--- config.mk ---
export PLATFORM = sky130hd
export DESIGN_NAME = sync_fifo_sa
export DESIGN_NICKNAME = d
export VERILOG_FILES = /design/src/rtl/fifo_pkg.sv /design/src/rtl/generic_mlab_sc.sv /design/src/rtl/sync_fifo_sa.sv
export SDC_FILE = /design/constraint.sdc
export NUM_CORES = 1
export LEC_CHECK = 0
export ABC_AREA = 0
export CAP_MARGIN = 20
export CORE_ASPECT_RATIO = 1.25
export CORE_MARGIN = 2
export CORE_UTILIZATION = 55
export DETAILED_ROUTE_END_ITERATION = 16
export PLACE_DENSITY = 0.78
export SYNTH_ARGS = -nofsm -noshare
export SYNTH_HDL_FRONTEND = slang
export SYNTH_SLANG_ARGS = --single-unit
--- constraint.sdc ---
create_clock -name clock -period 2.6 [get_ports clock]
set_input_delay 0.26 -clock clock [delete_from_list [all_inputs] [get_ports clock]]
set_output_delay 0.26 -clock clock [all_outputs]
set_load 0.02 [all_outputs]
--- src/rtl/fifo_pkg.sv ---
// Shared constants and helpers for the single-clock FIFO: count width,
// parameter legality and the registered status-flag bundle.
package fifo_pkg;

    typedef struct packed {
        logic empty;
        logic full;
        logic almost_empty;
        logic almost_full;
    } fifo_flags_t;

    // Bits needed to count 0..2**log_depth inclusive.
    function automatic int count_width(input int log_depth);
        return $clog2((1 << log_depth) + 1);
    endfunction

    function automatic bit thresholds_ok(input int log_depth, input int af, input int ae);
        return (af <= (1 << log_depth)) && (ae <= af) && (ae >= 0);
    endfunction

    function automatic fifo_flags_t flags_for(input int count, input int depth,
                                              input int af, input int ae);
        fifo_flags_t f;
        f.empty        = (count == 0);
        f.full         = (count == depth);
        f.almost_empty = (count < ae);
        f.almost_full  = (count >= af);
        return f;
    endfunction

endpackage

--- src/rtl/generic_mlab_sc.sv ---
// Single-clock simple-dual-port RAM; the read port is registered and its
// output register (not the array) is cleared by reset and sclr.
module generic_mlab_sc #(
    parameter int ADDR_W = 3,
    parameter int DATA_W = 8
) (
    input  logic              clock,
    input  logic              aclr_n,
    input  logic              sclr,
    input  logic              we,
    input  logic [ADDR_W-1:0] waddr,
    input  logic [DATA_W-1:0] wdata,
    input  logic              re,
    input  logic [ADDR_W-1:0] raddr,
    output logic [DATA_W-1:0] rdata
);

    logic [DATA_W-1:0] mem [0:(1 << ADDR_W)-1];

    always_ff @(posedge clock) begin
        if (we) mem[waddr] <= wdata;
    end

    // A read of the address being written returns the old word.
    always_ff @(posedge clock or negedge aclr_n) begin
        if (!aclr_n)     rdata <= '0;
        else if (sclr)   rdata <= '0;
        else if (re)     rdata <= mem[raddr];
    end

endmodule

--- src/rtl/sync_fifo_sa.sv ---
// Single-clock FIFO with registered flags, sticky error flags and an optional
// show-ahead (first-word-fall-through) read port with write-through bypass.
module sync_fifo_sa
    import fifo_pkg::*;
#(
    parameter int LOG_DEPTH          = 3,
    parameter int WIDTH              = 8,
    parameter int ALMOST_FULL_VALUE  = 6,
    parameter int ALMOST_EMPTY_VALUE = 2,
    parameter int SHOW_AHEAD         = 0,
    parameter int OVERFLOW_CHECKING  = 1,
    parameter int UNDERFLOW_CHECKING = 1
) (
    input  logic             clock,
    input  logic             aclr_n,
    input  logic             sclr,
    input  logic             wrreq,
    input  logic [WIDTH-1:0] data,
    input  logic             rdreq,
    output logic [WIDTH-1:0] q,
    output logic             empty,
    output logic             full,
    output logic             almost_empty,
    output logic             almost_full,
    output logic [LOG_DEPTH:0] usedw,
    output logic             overflow,
    output logic             underflow
);

    localparam int CW    = LOG_DEPTH + 1;
    localparam int DEPTH = 1 << LOG_DEPTH;
    localparam fifo_flags_t FLAGS_RST = '{empty: 1'b1, full: 1'b0,
                                          almost_empty: (ALMOST_EMPTY_VALUE > 0),
                                          almost_full: 1'b0};

    if (!thresholds_ok(LOG_DEPTH, ALMOST_FULL_VALUE, ALMOST_EMPTY_VALUE)
        || count_width(LOG_DEPTH) != CW) begin : g_bad_params
        $error("sync_fifo_sa: illegal almost_full/almost_empty thresholds");
    end

    logic [LOG_DEPTH-1:0] wr_ptr, rd_ptr, rd_ptr_next, ram_raddr;
    logic [CW-1:0]        usedw_next;
    logic                 rd_en, wr_en, ram_re, byp_load, byp_sel;
    logic [WIDTH-1:0]     ram_q, byp_data;
    fifo_flags_t          flags, flags_next;

    always_comb begin
        rd_en       = rdreq && (!flags.empty || UNDERFLOW_CHECKING == 0) && !sclr;
        wr_en       = wrreq && (!flags.full || rd_en || OVERFLOW_CHECKING == 0) && !sclr;
        usedw_next  = usedw + CW'(wr_en) - CW'(rd_en);
        rd_ptr_next = rd_en ? rd_ptr + LOG_DEPTH'(1) : rd_ptr;
        flags_next  = flags_for(int'(usedw_next), DEPTH, ALMOST_FULL_VALUE, ALMOST_EMPTY_VALUE);
        // Show-ahead keeps the RAM prefetching the head of the queue every cycle;
        // a word written straight into the head slot cannot come out of the RAM
        // in time, so it is captured on the side and muxed onto q.
        byp_load    = (SHOW_AHEAD != 0) && wr_en && (wr_ptr == rd_ptr_next);
        ram_re      = (SHOW_AHEAD != 0) ? 1'b1 : rd_en;
        ram_raddr   = (SHOW_AHEAD != 0) ? rd_ptr_next : rd_ptr;
    end

    always_ff @(posedge clock or negedge aclr_n) begin
        if (!aclr_n) begin
            wr_ptr <= '0; rd_ptr <= '0; usedw <= '0; flags <= FLAGS_RST;
            overflow <= 1'b0; underflow <= 1'b0; byp_sel <= 1'b0; byp_data <= '0;
        end else if (sclr) begin
            wr_ptr <= '0; rd_ptr <= '0; usedw <= '0; flags <= FLAGS_RST;
            overflow <= 1'b0; underflow <= 1'b0; byp_sel <= 1'b0; byp_data <= '0;
        end else begin
            if (wr_en) wr_ptr <= wr_ptr + LOG_DEPTH'(1);
            rd_ptr <= rd_ptr_next;
            usedw  <= usedw_next;
            flags  <= flags_next;
            if (wrreq && flags.full && !rdreq) overflow  <= 1'b1;
            if (rdreq && flags.empty)          underflow <= 1'b1;
            byp_sel <= byp_load;
            if (byp_load) byp_data <= data;
        end
    end

    generic_mlab_sc #(
        .ADDR_W (LOG_DEPTH),
        .DATA_W (WIDTH)
    ) u_ram (
        .clock  (clock),
        .aclr_n (aclr_n),
        .sclr   (sclr),
        .we     (wr_en),
        .waddr  (wr_ptr),
        .wdata  (data),
        .re     (ram_re),
        .raddr  (ram_raddr),
        .rdata  (ram_q)
    );

    assign q            = byp_sel ? byp_data : ram_q;
    assign empty        = flags.empty;
    assign full         = flags.full;
    assign almost_empty = flags.almost_empty;
    assign almost_full  = flags.almost_full;

endmodule

### Yosys cells after proc, flatten, opt, wreduce, memory -nomap -nowiden

Memory sizes are Yosys's and may differ from the RTL's.
Cells that the tools add are included.

| storage, ports and cells | value |
|---|---|
| memories | 1 |
| input bits | 13 |
| output and inout bits | 18 |
| register bits after elaboration | 24 |
| latch bits | 0 |
| memory bits (writable) | 64 |
| memory bits (read-only) | 0 |

Memories:

| memory | words | width | read ports | clocked after Yosys merged registers in | wr ports | RTL line | RTL |
|---|---|---|---|---|---|---|---|
| u_ram.mem | 8 | 8 | 1 | 0 | 1 | generic_mlab_sc.sv:18 | `logic [DATA_W-1:0] mem [0:(1 << ADDR_W)-1];` |

| operators by class | value |
|---|---|
| $add $sub $neg | 4 |
| div/mod/pow operators | 0 |
| shift operators | 0 |
| bitwise gates (word level) | 0 |
| equality and inequality tests | 1 |
| magnitude comparators | 2 |
| multipliers | 0 |
| multiplexer cells | 14 |
| reductions and logical operators | 17 |

Operators with widths:

| operator | count |
|---|---|
| 8-bit 2-to-1 mux | 2 |
| 3-bit 2-to-1 mux | 4 |
| 4-bit 2-to-1 mux | 2 |
| 2-bit nonzero test | 4 |
| 1-bit logical AND | 7 |
| 3-bit by 1-bit adder with 3-bit output (second input constant) | 2 |
| 1-bit 2-to-1 mux | 6 |
| 4-bit by 1-bit adder with 4-bit output | 1 |
| 4-bit == test (second input constant) | 1 |
| 4-bit by 3-bit greater-or-equal comparator with 1-bit output (second input constant) | 1 |
| 1-bit logical NOT | 4 |
| 4-bit logical NOT | 1 |
| 4-bit by 2-bit less-than comparator with 1-bit output (second input constant) | 1 |
| 4-bit by 1-bit subtractor with 4-bit output | 1 |
| 1-bit logical OR | 1 |

### Longest topological paths before layout

Gate-level depths: netlist of the first run.

| logic depth | value |
|---|---|
| depth in word-level cells | 10 |
| gate-level depth with buffers | 11 |
| gate-level depth less buffers | 10 |

### By module

Synthesis of the first run repeated with hierarchy kept, for this count alone.

| second synthesis, totals | value |
|---|---|
| cell total of the unflattened synthesis | 226 |
| area total of the unflattened synthesis | 3614.7 sq um |

Modules (own cells, without submodules):

| module | times used | area an instance (sq um) | cells each | seq. area each (sq um) |
|---|---|---|---|---|
| generic_mlab_sc | 1 | 2819.0 | 152 | 2122.0 |
| sync_fifo_sa | 1 | 795.8 | 74 | 402.9 |

### Worst setup path before layout of the first run

OpenSTA, ideal clock, no wires.

| timing path | value |
|---|---|
| path type | flip-flop to flip-flop |
| from | register flags (netlist bit empty) |
| to | register flags (netlist bit full) |
| setup slack | 169 ps |
| clock period less this slack | 2431 ps |
| stages on the path, launching flop included | 12 |
| library setup time | 88 ps |
| buffers on the path | 1 |
| arrival | 2343 ps |
| cells stage by stage | dfstp_2 -> nor2b_1 -> buf_6 -> nand2_2 -> inv_2 -> ha_1 -> inv_1 -> ha_1 -> fa_1 -> xor2_1 -> nor3_1 -> nor3b_1 |

| between the ends | value |
|---|---|
| word-level cells in the longest chain between the ends | 10 |

RTL lines:

| element | RTL line | RTL |
|---|---|---|
| start: declaration | sync_fifo_sa.sv:45 | `fifo_flags_t flags, flags_next;` |
| start signal: assignment | sync_fifo_sa.sv:72 | `flags <= flags_next;` |
| 1-bit logical NOT * | sync_fifo_sa.sv:48 | `rd_en = rdreq && (!flags.empty \|\| UNDERFLOW_CHECKING == 0) && !sclr;` |
| 1-bit logical AND * (2 in series) | sync_fifo_sa.sv:48 |  |
| 1-bit logical OR | sync_fifo_sa.sv:49 | `wr_en = wrreq && (!flags.full \|\| rd_en \|\| OVERFLOW_CHECKING == 0) && !sclr;` |
| 1-bit logical AND (2 in series) | sync_fifo_sa.sv:49 |  |
| 4-bit by 1-bit adder with 4-bit output | sync_fifo_sa.sv:50 | `usedw_next = usedw + CW'(wr_en) - CW'(rd_en);` |
| 4-bit by 1-bit subtractor with 4-bit output * | sync_fifo_sa.sv:50 |  |
| 4-bit == test * | fifo_pkg.sv:25 | `f.full = (count == depth);` |
| 4-bit 2-to-1 mux * | sync_fifo_sa.sv:65 | `end else if (sclr) begin` |

Mark *: on every way between the ends. The rest lies on a longest branch, timed or not.
A chain may end at the register's enable or synchronous reset.

### Worst setup path after layout of the first run

Ends and elaborated chain as after synthesis.

==> metrics.md, run 1 <==
| Metric | Value |
|---|---|
| Number of buffers created by CTS | `9` |
| Worst Max-Slew Pin Slew | `between 500 and 600 ps` |
| Type of origin of the critical path | `flop` |
| Grt total ovfl | `0` |
| Largest vdd supply drop | `0.463 mV` |
| Per-instance average area after synthesis | `approximately 16 um2` |
| Full die area | `just over 0.007 mm2` |
| Routed wire per std cell | `17.2 um` |
| Fraction of layout instances using a drive strength above 1 | `between 20% and 30%` |
| Post-synth net total | `243` |
| CP Class | `reg -> reg` |
| Power, Total | `between 3000 and 4000 uW` |
| Combined area of all synthesized cells | `between 0.003 and 0.004 mm2` |
| Total inserted antenna cells | `0` |
| Cell taking the most area after synthesis | `edfxtp_1` |
| RSZ-0062 raised after global routing | `false` |
| Main area contributors after synthesis | `edfxtp_1 (54%), dfrtp_1 (15%), mux2_2 (5.0%)` |
| Initial core utilization | `57.5%` |
| Max-cap check violation count | `0` |
| Post-route ant nets | `0` |
| Finished Layout Cells | `roughly 370` |
| Count of final hold-check violations | `0` |
| Leakage power | `approximately 0.0016 uW` |
| Htree depth | `3` |
| All-Layer GR Usage | `between 10% and 20%` |
| Via density per instance | `between 5 and 6` |
| Normalized max-slew margin | `between 60% and 70%` |
| Final critical path time including I/O delays and setup | `2440 ps` |
| Via count of the first global-routing pass | `between 2000 and 2500` |
| Seq/Total Area, Yosys | `between 70% and 80%` |
| Required time of the worst setup path | `2810 ps` |
| Root buffer cell | `clkbuf_8` |
| Buffers from clock root to sink, at most | `2` |
| Worst skew pair latency | `~350 ps` |
| Number of placed I/O pins | `31` |
| Yosys cell types | `34` |
| Critical Path Sink Type | `flop` |
| Overall die height | `between 90 and 100 um` |
| Clock-pin transition on the worst setup and hold timing paths | `~80 ps` |
| Number of buffers inserted by port buffering | `30` |
| Vias after detailed routing | `just under 2000` |
| Initial antenna violation count | `0` |
| Setup-violating endpoint count in the final report | `0` |
| Final wirelength | `~6300 um` |
| Outcome | `complete, no violations` |
| Clock tree skew after final layout | `around 7.5 ps` |
| Final Util | `between 60% and 70%` |
| Worst EP arrival | `about 2700 ps` |
| TritonCTS clock tree | `done` |
| Number of setup buffers added after CTS | `0` |
| Area delta synth->final | `19.2%` |
| Fmax | `around 0.41 GHz` |
| DRC violations left | `0` |
| Number of instances in the synthesized netlist | `between 200 and 250` |
| Max-slew violation total from the final report | `0` |
| Max Fanout on Critical Path | `5` |
| Pre-Repair DR Iteration Count | `4` |
| Die width | `approximately 76 um` |
| Synthesis Warnings | `0` |
| Initial drt markers | `between 100 and 150` |
| Power density over the cells | `between 800 and 900 mW/mm2` |
| Path category of the worst min-delay check | `in -> async` |
| Hold Slack | `267 ps` |
| Final-stage net count | `around 300` |
| First-pass GRT wire length | `between 10000 and 15000 um` |
| # clock sinks | `88` |
| Placer Congestion | `just over 0.8` |
| Num rows | `32` |
| Largest net degree at the start of global routing | `25` |
| Estimated wirelength of the detail-placed design | `approximately 4400 um` |
| Yosys top cell area share | `53.6%` |
| Synthesized flop and latch total | `between 80 and 90` |
| Number of instances in the placed design | `approximately 350` |
| Final Cycle Share | `93.7%` |
| Core area | `0.00625 mm2` |
-- flip-flops by register name, indices dropped and copies added (netlist names) --
signal,flops
overflow,1
usedw,4
almost_full,1
full,1
wr_ptr,3
underflow,1
u_ram.mem,64
almost_empty,1
empty,1
u_ram.rdata,8
ram_raddr,3
-- worst max-delay path, stage by stage (launching register included) --
cell and delay (ps):
dfstp_2 550, nor2b_1 60, buf_4 160, nand2_2 80, inv_2 40, ha_1 260, inv_1 40, ha_1 200
fa_1 380, xor2_1 310, nor3_2 80, nor3b_1 140
-- repair_timing --
action | 4_1_cts | 5_1_grt
hold buffers | 0 | 0
setup endpoints to repair | 0 | 1
gates resized for setup | 0 | 1
-- report_power, final --
part           leakage [uW]  switching, uW  internal (uW)
Sequential         0.000896           75.1           1640
Combinational      0.000614            494            470
Clock             0.0000827            481            355
-- cell type report --
class                   count  area [um2]
inverters                   9        33.8
multi-input cells         117         962
clock buffers               9         124
clock inverters             7        53.8
well taps                  85         106
fillers                   468        1970
repair buffers             53         473
flip-flops and latches     88        2520
-- cell families (layout without fill, tap and decap cells) --
group	after synthesis	count (layout)	share of synthesized area, %
AND/OR/NAND/NOR	51	51	6.17
flip-flops	88	88	70.4
XOR/XNOR	7	7	1.71
AO/OA/AOI/OAI	26	26	5.02
adder cells (fa/ha/maj)	7	7	2.65
buffers and inverters	18	78	2.96
multiplexers	26	26	11.1
-- layer usage --
layer / vias to the layer above / track usage (%) / wire, um
li1: 936 / - / -
met1: 962 / 23.8 / 2630
met2: 45 / 34.4 / 3340
met3: 7 / 4.62 / 270
met4: 0 / 8.03 / 102
met5: - / 0 / 0
-- cells in the mapped netlist --
| library cell | n |
|---|---|
| mux4_1 | 5 |
| fa_1 | 1 |
| mux4_2 | 3 |
| xor2_1 | 5 |
| edfxtp_1 | 64 |
| inv_1 | 8 |
| nor2b_1 | 3 |
| buf_4 | 1 |
| nand2_2 | 1 |
| nand2b_1 | 4 |
| buf_12 | 1 |
| mux2_2 | 16 |
| dfstp_2 | 2 |
| and2_1 | 1 |
| mux2i_1 | 2 |
| nor2_1 | 25 |
| inv_2 | 1 |
| o22ai_1 | 8 |
| a21oi_1 | 3 |
| o31ai_1 | 8 |
| nand2_1 | 13 |
| buf_6 | 2 |
| o211ai_1 | 1 |
| a21o_1 | 3 |
| a31oi_1 | 1 |
| nor3_1 | 3 |
| ha_1 | 6 |
| xnor2_1 | 2 |
| dfrtp_1 | 22 |
| o211a_1 | 1 |
| clkbuf_1 | 2 |
| nor3b_1 | 1 |
| buf_2 | 3 |
| o21ai_2 | 1 |
-- cells in the final DEF, fill, tap and decap left out, types with 2 or more instances in the layout --
master,instances
nor3_1,2
clkbuf_8,9
nand2b_1,4
nand2_1,13
buf_4,23
nor2b_1,3
mux4_1,5
clkdlybuf4s50_1,30
mux4_2,3
xor2_1,5
a21o_1,3
nor2_1,25
edfxtp_1,64
ha_1,6
mux2i_1,2
inv_1,8
o31ai_1,8
dfrtp_1,22
dfstp_2,2
xnor2_1,2
a21oi_1,3
o22ai_1,8
inv_6,3
mux2_2,16
clkinvlp_4,3
-- per-stage QoR --
stage | setup WS (ps) | TNS, ps | cell area, um2
6_report | 165 | 0 | 4280
5_1_grt | 3.27 | 0 | 4280
2_1_floorplan | 169 | 0 | 3590
3_5_place_dp | -184 | -309 | 4100
4_1_cts | 124 | 0 | 4270
3_3_place_gp | -102 | -124 | 4100
-- final timing paths --
path | to | cells after the start | from | slack (ps)
setup / recovery | full | 11 | empty | 160
hold / removal | wr_ptr[0] | 2 | aclr_n | 270
setup reg to reg | full | 11 | empty | 160
hold reg to reg | u_ram.rdata[7] | 2 | u_ram.rdata[7] | 490
max in group asynchronous | almost_empty | 2 | aclr_n | 2040
min in group clock | u_ram.rdata[7] | 2 | u_ram.rdata[7] | 490
Power figures use the tool's default switching activity.
==> run 2, diff against run 1 <==
--- a/config.mk
+++ b/config.mk
@@ -6,6 +6,7 @@
 export NUM_CORES = 1
 export LEC_CHECK = 0
 export ABC_AREA = 0
+export ABC_CLOCK_PERIOD_IN_PS = 2600
 export CAP_MARGIN = 20
 export CORE_ASPECT_RATIO = 1.25
 export CORE_MARGIN = 2
==> results of run 2 <==
Same layout as run 1: the final DEF is identical, and so are final timing and power.
==> variant (settings of run 1) <==
`LOG_DEPTH`: 3 -> 5.
--- a/src/rtl/sync_fifo_sa.sv
+++ b/src/rtl/sync_fifo_sa.sv
@@ -5,3 +5,3 @@
 #(
-    parameter int LOG_DEPTH          = 3,
+    parameter int LOG_DEPTH          = 5,
     parameter int WIDTH              = 8,
Ports: changed (resized usedw); port bits go from 31 to 33. The function was not compared with the original's and may differ.
==> variant against run 1 <==
- the flow now finishes with violations (setup timing)
- fmax is 10% lower
- first-iteration DRC count grew to 5.7 times the old value
- worst hold slack worse by 0.14 ns
- synthesized area grew to 3.2 times the old value
- routed wire length grew to 3.8 times the old value
- sequential cell count is 198 higher
- power grew to 3.1 times the old value
- core utilization is 3.2 points lower
- cell area grew to 3.2 times the old value
- combinational power is 93% higher
- die area grew to 3.1 times the old value
- setup slack worse by 0.28 ns
- critical endpoint unchanged
==> variant: results (changes against run 1) <==
** STA
- Worst clock skew :: 0.0169 ns (+0.00947 ns)
- The worst setup slack after layout is -0.112 ns (-0.277 ns).
- Worst hold margin :: 0.127 ns (-0.140 ns)
- The post-route setup TNS came to -0.266 ns (-0.266 ns).
- The total setup violations reported at the end of the flow is 4 (+4).
- The worst slew margin relative to its limit is 0.513 (-0.150).

** Logic synthesis
- The fraction of registers with async set/reset was 0.105 (-0.168).
- Post-synth top cells :: sky130_fd_sc_hd__edfxtp_1, sky130_fd_sc_hd__nor2_1, sky130_fd_sc_hd__mux2i_1, sky130_fd_sc_hd__mux4_2, sky130_fd_sc_hd__dfrtp_1
- Mux contribution to synthesized area :: 0.128 (+0.0165)
- Sequential fraction of the synthesis area :: 0.733 (+0.0291)
- Sorting the synthesized cells by area gives the leading types as sky130_fd_sc_hd__edfxtp_1, sky130_fd_sc_hd__mux4_2, sky130_fd_sc_hd__dfrtp_1.
- Xor/xnor share of the synthesized area :: 0.00836 (-0.00872)
- Number of unique standard cell types used by synthesis :: 49 (+44%)
- Post-synthesis compound-gate area fraction :: 0.0454 (-0.00481)
- The synthesized area per cell came to 17.7 um^2 (+9.8%).
- The number of nets produced by synthesis was 677 (+180%).
- Number of synthesized flops with an enable pin :: 256 (+300%)

** Power and ir drop
- The sequential share of power came to 0.479 (-0.009).
- The worst supply voltage drop on vdd was 0.474 mV (+2.3%).
- Standby leakage power :: 4.59 nW (+190%)
- Switching portion of total power :: 0.246 (-0.0529)
- The clock-net power is 3.85 mW (+360%).

** Clock network
- Number of buffers on the longest clock path :: 3 (+1)
- The TritonCTS buffer count came to 26 (+17).
- Maximum level of the CTS H-tree :: 1 (-2)

** Route
- DRT iter0 DRCs :: 594 (+470%)
- The number of iterations in the first detailed-routing pass was 5 (+1).
- Total wirelength of the detailed-routed design :: 23900 um (+280%)

** Layout
- The largest registers in the layout are u_ram.mem x256, u_ram.rdata x8, usedw x6.
- Post-route non-filler standard cell count :: 1038 (+180%)
- The number of fill cells in the layout was 1358 (+190%).
- The sequential cell area in the final layout came to 8450 um^2 (+230%).
- Fraction of layout cells with a size suffix above 1 :: 0.228 (+0.00160)

** Critical path
- The arrival time at the worst endpoint was 3.16 ns (+0.51 ns).
- The largest stage delay on the critical path is 0.39 ns (-0.16 ns).
- Top fanout value on the critical path :: 4 (-1)

** Placed design
- The number of buffers inserted by port buffering was 32 (+6.7%).
- Post-placement cell count :: 988 (+180%)
- The final weighted congestion in routability-driven placement came to 0.825 (+1.2%).
- The worst slack at placement is -0.677 ns (-0.493 ns).

** Global route
- The overall routing resource usage is 0.219 (+0.0225).
- Via count of the first global-routing pass :: 6661 (+220%)

** Outcome
- The final reports fail on setup timing.
- The run finished, with violations left.
variant: cell count changes after synthesis, sizes merged, moves of 16 or more:
cell / run 1 / this run
buf: 7 / 27
edfxtp: 64 / 256
mux2: 16 / 0
mux2i: 2 / 57
mux4: 8 / 40
nor2: 25 / 67
variant: worst max-delay path by stage:
| stage | startpoint | end | slack, ns |
|---|---|---|---|
| final | empty$_DFF_PN1_ | full$_DFF_PN0_ | -0.11 |
| after global routing | empty$_DFF_PN1_ | full$_DFF_PN0_ | -0.25 |
| after CTS | empty$_DFF_PN1_ | full$_DFF_PN0_ | -0.12 |
| after detailed placement | rdreq | almost_empty$_DFF_PN1_ | -0.68 |
| after global placement | rdreq | full$_DFF_PN0_ | -0.48 |
| after floorplan | empty$_DFF_PN1_ | almost_empty$_DFF_PN1_ | -0.12 |
variant: final cells by class:
class / instances / share of cell area
inverter: 12 / 0.00334
clock buffer: 33 / 0.0540
timing repair buffer: 99 / 0.0638
sequential: 286 / 0.626
multi-input combinational: 320 / 0.216
tap: 274 / 0.0254
clock inverter: 14 / 0.0112
variant: worst max-delay path: cells and delay by family, from the launching register on:
kind | cells | cell delay (ns)
adders and majority gates | 3 | 0.81
AOI/OAI and AO/OA | 2 | 0.37
DFF | 1 | 0.39
buffers and inverters | 2 | 0.14
and+or+nand+nor | 5 | 0.78
xor gates and xnor gates | 1 | 0.14
variant: layer usage:
layer,share of wire,routed length (um),GRT usage,vias to the layer above
met4,0.037,872,0.0870,0
met2,0.54,12900,0.398,260
met1,0.37,8950,0.266,3206
li1,-,-,-,2739
met5,0,0,0,-
met3,0.050,1190,0.0293,60
variant: timing repair:
item,in CTS,in global routing
cloned,0,0
gates resized for setup,6,3
endpoints found under the hold margin,0,0
setup endpoints to repair,5,6
pin swaps,9,9
setup buffers,3,0
